[src/rtl/brc_pkg.sv]
// Shared types and decode helpers for the chunked branch comparator.
package brc_pkg;

   typedef enum logic [2:0] {
      BEQ  = 3'b000,
      BNE  = 3'b001,
      BLT  = 3'b100,
      BGE  = 3'b101,
      BLTU = 3'b110,
      BGEU = 3'b111
   } funct3_e;

   typedef enum logic [1:0] {
      IDLE,
      CMP,
      DONE
   } state_e;

   function automatic logic brc_illegal(input logic [2:0] f);
      return (f[2:1] == 2'b01);
   endfunction

   function automatic logic brc_taken(input logic [2:0] f, input logic lt, input logic eq);
      logic t;
      case (funct3_e'(f))
         BEQ:       t = eq;
         BNE:       t = !eq;
         BLT, BLTU: t = lt;
         BGE, BGEU: t = !lt;
         default:   t = 1'b0;
      endcase
      return t;
   endfunction

endpackage

[src/rtl/brc_chunk_cmp.sv]
// Combinational CHUNK-wide magnitude/equality compare with optional MSB flip
// so the top chunk of a signed operand orders correctly as unsigned.
module brc_chunk_cmp #(
   parameter int unsigned CHUNK = 8
) (
   input  logic [CHUNK-1:0] a_i,
   input  logic [CHUNK-1:0] b_i,
   input  logic             inv_msb_i,
   output logic             lt_o,
   output logic             eq_o
);

   logic [CHUNK-1:0] flip;
   logic [CHUNK-1:0] a_x;
   logic [CHUNK-1:0] b_x;

   always_comb begin
      flip            = '0;
      flip[CHUNK-1]   = inv_msb_i;
      a_x             = a_i ^ flip;
      b_x             = b_i ^ flip;
      lt_o            = (a_x < b_x);
      eq_o            = (a_i == b_i);
   end

endmodule

[src/rtl/brc_seq.sv]
// Multi-cycle RISC-V branch comparator: walks operands MSB chunk first and
// stops at the first differing chunk.
module brc_seq
   import brc_pkg::*;
#(
   parameter int unsigned XLEN  = 32,
   parameter int unsigned CHUNK = 8
) (
   input  logic            clk,
   input  logic            rst,
   input  logic            in_valid,
   output logic            in_ready,
   input  logic [XLEN-1:0] rs1_data,
   input  logic [XLEN-1:0] rs2_data,
   input  logic [2:0]      funct3,
   input  logic            flush,
   output logic            out_valid,
   input  logic            out_ready,
   output logic            br_less,
   output logic            br_equal,
   output logic            br_taken,
   output logic            br_illegal
);

   localparam int unsigned NCHUNK = XLEN / CHUNK;
   localparam int unsigned IDXW   = (NCHUNK > 1) ? $clog2(NCHUNK) : 1;
   localparam logic [IDXW-1:0] IDX_TOP = IDXW'(NCHUNK - 1);

   if ((XLEN % CHUNK) != 0 || CHUNK < 2) begin : g_param_chk
      $error("brc_seq: XLEN must be a multiple of CHUNK and CHUNK >= 2");
   end

   state_e            state_q, state_d;
   logic [XLEN-1:0]   rs1_q, rs1_d;
   logic [XLEN-1:0]   rs2_q, rs2_d;
   logic [2:0]        f3_q, f3_d;
   logic [IDXW-1:0]   idx_q, idx_d;
   logic              less_q, less_d;
   logic              equal_q, equal_d;
   logic              taken_q, taken_d;
   logic              illegal_q, illegal_d;

   logic [CHUNK-1:0]  a_chunk;
   logic [CHUNK-1:0]  b_chunk;
   logic              inv_msb;
   logic              chunk_lt;
   logic              chunk_eq;

   always_comb begin
      a_chunk = '0;
      b_chunk = '0;
      for (int unsigned i = 0; i < NCHUNK; i++) begin
         if (idx_q == IDXW'(i)) begin
            a_chunk = rs1_q[i*CHUNK +: CHUNK];
            b_chunk = rs2_q[i*CHUNK +: CHUNK];
         end
      end
      inv_msb = (idx_q == IDX_TOP) && !f3_q[1];
   end

   brc_chunk_cmp #(.CHUNK(CHUNK)) u_cmp (
      .a_i       (a_chunk),
      .b_i       (b_chunk),
      .inv_msb_i (inv_msb),
      .lt_o      (chunk_lt),
      .eq_o      (chunk_eq)
   );

   always_comb begin
      state_d   = state_q;
      rs1_d     = rs1_q;
      rs2_d     = rs2_q;
      f3_d      = f3_q;
      idx_d     = idx_q;
      less_d    = less_q;
      equal_d   = equal_q;
      taken_d   = taken_q;
      illegal_d = illegal_q;

      if (flush) begin
         state_d = IDLE;
      end else begin
         case (state_q)
            IDLE: begin
               if (in_valid) begin
                  rs1_d   = rs1_data;
                  rs2_d   = rs2_data;
                  f3_d    = funct3;
                  idx_d   = IDX_TOP;
                  state_d = CMP;
               end
            end
            CMP: begin
               if (!chunk_eq || idx_q == '0) begin
                  less_d    = chunk_eq ? 1'b0 : chunk_lt;
                  equal_d   = chunk_eq;
                  illegal_d = brc_illegal(f3_q);
                  taken_d   = !illegal_d && brc_taken(f3_q, less_d, equal_d);
                  state_d   = DONE;
               end else begin
                  idx_d = idx_q - IDXW'(1);
               end
            end
            DONE: begin
               if (out_ready) state_d = IDLE;
            end
            default: state_d = IDLE;
         endcase
      end
   end

   always_ff @(posedge clk or posedge rst) begin
      if (rst) begin
         state_q   <= IDLE;
         rs1_q     <= '0;
         rs2_q     <= '0;
         f3_q      <= '0;
         idx_q     <= '0;
         less_q    <= 1'b0;
         equal_q   <= 1'b0;
         taken_q   <= 1'b0;
         illegal_q <= 1'b0;
      end else begin
         state_q   <= state_d;
         rs1_q     <= rs1_d;
         rs2_q     <= rs2_d;
         f3_q      <= f3_d;
         idx_q     <= idx_d;
         less_q    <= less_d;
         equal_q   <= equal_d;
         taken_q   <= taken_d;
         illegal_q <= illegal_d;
      end
   end

   assign in_ready   = (state_q == IDLE);
   assign out_valid  = (state_q == DONE);
   assign br_less    = less_q;
   assign br_equal   = equal_q;
   assign br_taken   = taken_q;
   assign br_illegal = illegal_q;

endmodule

[config.mk]
export PLATFORM = sky130hd
export DESIGN_NAME = brc_seq
export DESIGN_NICKNAME = d
export VERILOG_FILES = /design/src/rtl/brc_pkg.sv /design/src/rtl/brc_chunk_cmp.sv /design/src/rtl/brc_seq.sv
export SDC_FILE = /design/constraint.sdc
export NUM_CORES = 1
export LEC_CHECK = 0
export BUFFER_PORTS_ARGS = -buffer_cell sky130_fd_sc_hd__buf_2
export CAP_MARGIN = 30
export CORE_ASPECT_RATIO = 1.25
export CORE_UTILIZATION = 44
export CTS_CLUSTER_SIZE = 12
export DETAILED_ROUTE_END_ITERATION = 12
export PLACE_DENSITY = 0.66
export SYNTH_ARGS = -nofsm -noshare
export SYNTH_HDL_FRONTEND = slang
export SYNTH_SLANG_ARGS = --single-unit
[constraint.sdc]
create_clock -name clk -period 4 [get_ports clk]
set_input_delay 0.2 -clock clk [delete_from_list [all_inputs] [get_ports clk]]
set_output_delay 0.2 -clock clk [all_outputs]
set_load 0.05 [all_outputs]
==> Yosys cells after proc, flatten, opt, wreduce, memory -nomap -nowiden <==
Index checks and enable logic that the tools add are counted.
{ "classes": {"add_sub_neg": 1, "n_lt_le_gt_ge": 1, "n_eq_ne": 17, "mux": 21, "bitwise_logic": 3, "reduce_logical": 17} }
{ "ops": {"columns": ["op", "count"], "rows": [
  ["$mux W8", 8],
  ["$xor A8 B8 Y8", 2],
  ["$eq A3 B3 Y1 const B", 4],
  ["$mux W2", 6],
  ["$reduce_and A3 Y1", 3],
  ["$eq A8 B8 Y1", 1],
  ["$lt A8 B8 Y1", 1],
  ["$eq A2 B1 Y1 const B", 3],
  ["$eq A2 B2 Y1 const B", 3],
  ["$ne A3 B2 Y1 const B", 2],
  ["$pmux W2 S3", 1],
  ["$logic_not A1 Y1", 4],
  ["$logic_not A2 Y1", 2],
  ["$mux W1", 4],
  ["$ne A2 B2 Y1 const B", 2],
  ["$pmux W1 S4", 1],
  ["$pmux W2 S2", 1],
  ["$reduce_and A4 Y1", 1],
  ["$reduce_or A2 Y1", 2],
  ["$eq A3 B1 Y1 const B", 1],
  ["$logic_not A3 Y1", 1],
  ["$ne A3 B3 Y1 const B", 1],
  ["$logic_and A1 B1 Y1", 2],
  ["$reduce_bool A2 Y1", 1],
  ["3 further kinds", 3]
]} }
{ "totals": {"reg_bits": 75, "inputBits": 72, "output_inout_bits": 6, "wordCells": 69} }

==> Longest topological paths before layout <==
{ "depth": {"ltp_word": 14, "ltp_mapped": 16, "mapped_depth_nobuf": 15} }

==> Cells and area by module <==
Synthesis repeated with hierarchy kept, for this count alone.
{ "unflattened": {"cells_unflattened": 305, "area_unflattened_um2": 3652.3} }
{ "by_module_without_submodules": {"columns": ["mod", "n_inst", "cells_per_inst", "area_per_inst_um2", "seq_area_each_um2"], "rows": [
  ["brc_seq", 1, 272, 3432.0, 1876.8],
  ["brc_chunk_cmp", 1, 33, 220.2, 0.0]
]} }

==> Least setup slack after synthesis <==
OpenSTA, ideal clock, no wires.
{ "synth_path": {"path_kind": "register -> register", "startpoint": "register idx_q[0]", "endpoint": "register taken_q, in the netlist br_taken", "setup_ns": 0.082, "arrival_time_ns": 2.922, "t_required_ns": 3.918, "setup_slack_ns": 0.996, "path_stages_with_launch": 16, "path_buffers": 1, "period_less_slack_ns": 3.004, "path_cell_list": "dfrtp_1 > inv_1 > ha_1 > clkbuf_1 > nand2_1 > nor2_1 > a21oi_1 > nor2_1 > a21oi_1 > o21ai_0 > ha_1 > and4_1 > and4_1 > a311oi_2 > mux2_1 > a31oi_1"} }
{ "synth_via": {"elab_chain_cells": 14, "elab_cells_between_ends": 27, "classes_between": "order compare: 1; eq/ne: 4; mux: 13; bitwise: 2; reduce/logical: 7"} }
{ "synth_lines": {"columns": ["element", "line_no", "rtl"], "rows": [
  ["from (decl)", "brc_seq.sv:37", "logic [IDXW-1:0] idx_q, idx_d;"],
  ["from (signal assigned)", "brc_seq.sv:128", "idx_q <= idx_d;"],
  ["$logic_not A2 Y1", "brc_seq.sv:53, brc_seq.sv:94", null],
  ["$mux W8 (4 in a row)", "brc_seq.sv:53", "if (idx_q == IDXW'(i)) begin"],
  ["$xor A8 B8 Y8 (on tied branches)", "brc_chunk_cmp.sv:20, brc_chunk_cmp.sv:21", null],
  ["$lt A8 B8 Y1", "brc_chunk_cmp.sv:22", "lt_o = (a_x < b_x);"],
  ["$mux W1", "brc_seq.sv:95", "less_d = chunk_eq ? 1'b0 : chunk_lt;"],
  ["$logic_not A1 Y1", "brc_pkg.sv:29", "BGE, BGEU: t = !lt;"],
  ["$pmux W1 S4", "brc_pkg.sv:25", "case (funct3_e'(f))"],
  ["$mux W1", "brc_seq.sv:94", "if (!chunk_eq || idx_q == '0) begin"],
  ["$mux W1", "brc_seq.sv:83", "case (state_q)"],
  ["$mux W1", "brc_seq.sv:80", "if (flush) begin"],
  ["$logic_and A1 B1 Y1", "brc_seq.sv:98", "taken_d = !illegal_d && brc_taken(f3_q, less_d, equal_d);"],
  ["to (signal assigned)", "brc_seq.sv:131", "taken_q <= taken_d;"],
  ["to (decl)", "brc_seq.sv:40", "logic taken_q, taken_d;"]
]} }
Several ways; a longest one is shown, not always the timed one. The select of a mux whose other input is x is not followed.
A chain may end at the register's enable or synchronous reset.

==> Worst setup path in the final report <==
{ "layout_path": {"startpoint": "register idx_q[1]", "endpoint": "register taken_q, in the netlist br_taken"} }
The elaborated chain is that of the path after synthesis.

==> flow_summary.ini <==
[worst_setup_path]
critPathMaxFanout = 14
crit_path_end_kind = register
start_kind = register
cp.required_ns = 4.27
worstPathArrival_ns = 3.57
crit_type = register to register

[synthesis]
ys_ff_latch = 75
synth_nets = 411
synth_flop_cell = dfrtp_1
async_flop_share = 1.00
synth_seq_area_share = 0.501
synth.avg_cell_area_um2 = 11.5
yosysWarnings = 0
synth_cell_types = 43
postSynthCellCount = 327
synth_edf_count = 0
syn_area_um2 = 3740

[timing]
layout_min_cycle_time_ns = 3.31
period_share = 0.826
rsz0062_at_grt = false
fmaxAchievable_ghz = 0.303
finalClockSkew_ns = 0.0127
fin_tns_setup_ns = 0
finalHoldViolCount = 0
worst_pin_slew_ns = 0.951
slew_headroom = 0.366
setup_violations = 0
report.final.slew_viol_count = 0

[detailed_routing]
wl_per_cell_um = 15.8
drtPass1Iterations = 9
totalWireLength_um = 7970
drc = 10
antenna_left = 0
first_iter_violations = 120
num_vias = 2707
via_per_inst = 5.37

[placement]
place_congestion = 0.854
dp_hpwl_um = 5910
dp.cells = 487
place_area_um2 = 4210
port_buffers = 77

[cts]
clock_path_buffers = 2
clk_pin_slew_worst_paths_ns = 0.08
cts_sinks = 75
post-cts-setup-buffers = 0
cts_max_level = 3
cts_buffers = 9
worstSkewPairLatency_ns = 0.36
cts.repair.resized = 0
ctsHoldBuffers = 0
cts_tree = built
root_buffer = clkbuf_8

[layout]
design_area_um2 = 4500
fin_util = 0.546
syn2layout_area_growth_pct = 20.2
fin_cells = 504
antenna_cells = 0
fin_nets = 486
drive_above_1_share = 0.432

[power_and_ir_drop]
power_per_cell_area_nw_per_um2 = 509
vdd_drop_max_v = 0.000268
power_mw = 2.29
cellLeakagePower_nw = 2.08

[global_routing]
grtUsageTotal = 0.196
grt_pass1_wl_um = 13300
grt_antenna_before_repair = 0
grt_max_degree = 69
grt_overflow = 0
grt_pass1_vias = 2665

[outcome]
status = complete, but fails checks
violations = design-rule violations

[floorplanning]
dieWidth_um = 84.5
core_um2 = 8240
ios = 78
die_area_um2 = 8890
die_h_um = 105
fp-row-count = 37
initial_core_util = 0.454

[run]
cap_violations = 0

[worst_hold_path]
hold_path_class = primary input to asynchronous set/reset pin
## routing by layer
metal,track usage,vias up,share of wire
met5,0,-,0
met4,0.0956,0,0.030
met3,0.0513,15,0.051
met2,0.304,77,0.48
met1,0.253,1305,0.44
li1,-,1310,-
## path summary, 6_finish.rpt
kind                       cells after the start  slack (ns)         start         end
setup / recovery                              15        0.69      idx_q[1]    br_taken
hold / removal                                 2        0.03           rst   rs1_q[10]
setup reg to reg                              15        0.69      idx_q[1]    br_taken
hold reg to reg                                1        0.51    br_illegal  br_illegal
max in group asynchronous                      3        3.02           rst   rs2_q[16]
min in group clk                               2        0.07  rs2_data[22]   rs2_q[22]
## flip-flops by register name, summed over array words and instances (netlist names)
register / count
state_q: 2
br_equal: 1
idx_q: 2
br_illegal: 1
br_taken: 1
rs2_q: 32
f3_q: 3
rs1_q: 32
br_less: 1
## where the power goes
group,total [mW],internal (mW),switching [mW],leakage [nW]
Clock,0.765,0.480,0.285,0.127
Combinational,0.487,0.257,0.231,1.07
Sequential,1.04,0.924,0.115,0.882
## cells in the final DEF (no fill, tap or decap), types with 2 or more instances in the layout
cell and instances:
nor2_1 26, xnor2_1 2, a21o_1 2, nand3_1 2
nand2_1 25, a211oi_1 3, mux2_2 69, a21oi_1 29
a22oi_1 5, buf_4 6, o21ai_0 13, dfrtp_1 75
nor2b_1 5, inv_1 7, buf_2 77, a31oi_1 2
nor3b_1 2, bufinv_16 4, and4_1 2, mux2i_1 5
ha_1 12, clkbuf_8 9
## metrics by stage
| step | worst slack (ns) | hold WS, ns |
|---|---|---|
| 2_1_floorplan | 0.996 | 0.352 |
| 3_3_place_gp | 0.611 | 0.430 |
| 3_5_place_dp | 0.522 | 0.435 |
| 4_1_cts | 0.450 | 0.0567 |
| 5_1_grt | 0.401 | 0.0587 |
| 6_report | 0.695 | 0.0323 |
## final cells by class
class | instances | area (um2)
fillers | 723 | 3740
repair buffers | 84 | 458
multi-input cells | 224 | 1750
inverters | 8 | 30.0
well taps | 97 | 121
flip-flops and latches | 75 | 1880
clock buffers | 10 | 128
clock inverters | 6 | 136
## Yosys cell counts (all sizes together) (2+ instances only)
library cell	number	share of area
a21oi	30	0.041
a31oi	2	0.0033
nor2b	5	0.0084
a21o	2	0.0040
o21ai	14	0.019
a22oi	5	0.010
inv	8	0.0080
clkbuf	12	0.012
nor2	26	0.026
a211o	2	0.0050
ha	12	0.040
nand3	2	0.0027
nor3b	2	0.0040
buf	8	0.013
xnor2	2	0.0047
a211oi	3	0.0060
mux2i	5	0.013
and4	2	0.0047
nand2	25	0.025
dfrtp	75	0.50
mux2	70	0.21
## logic make-up after synthesis
group           Yosys count  share of synthesized area
mux                      75                      0.224
flops                    75                      0.501
simple gates             70                     0.0882
compound gates           65                      0.109
buf+inv                  28                     0.0334
fa+ha+maj                12                     0.0401
xor+xnor                  2                    0.00468
## critical path, stage by stage, from the launching register on
cell	delay, ns
dfrtp_1	0.40
inv_1	0.10
ha_1	0.15
buf_4	0.18
and2b_1	0.28
a22oi_1	0.21
nor2_1	0.07
a21oi_1	0.11
nor2_1	0.05
a21oi_1	0.15
ha_1	0.26
and4_1	0.19
and4_1	0.24
a311oi_2	0.32
mux2_1	0.35
a31oi_1	0.17
Note: power is estimated with default switching activity, not from simulation.
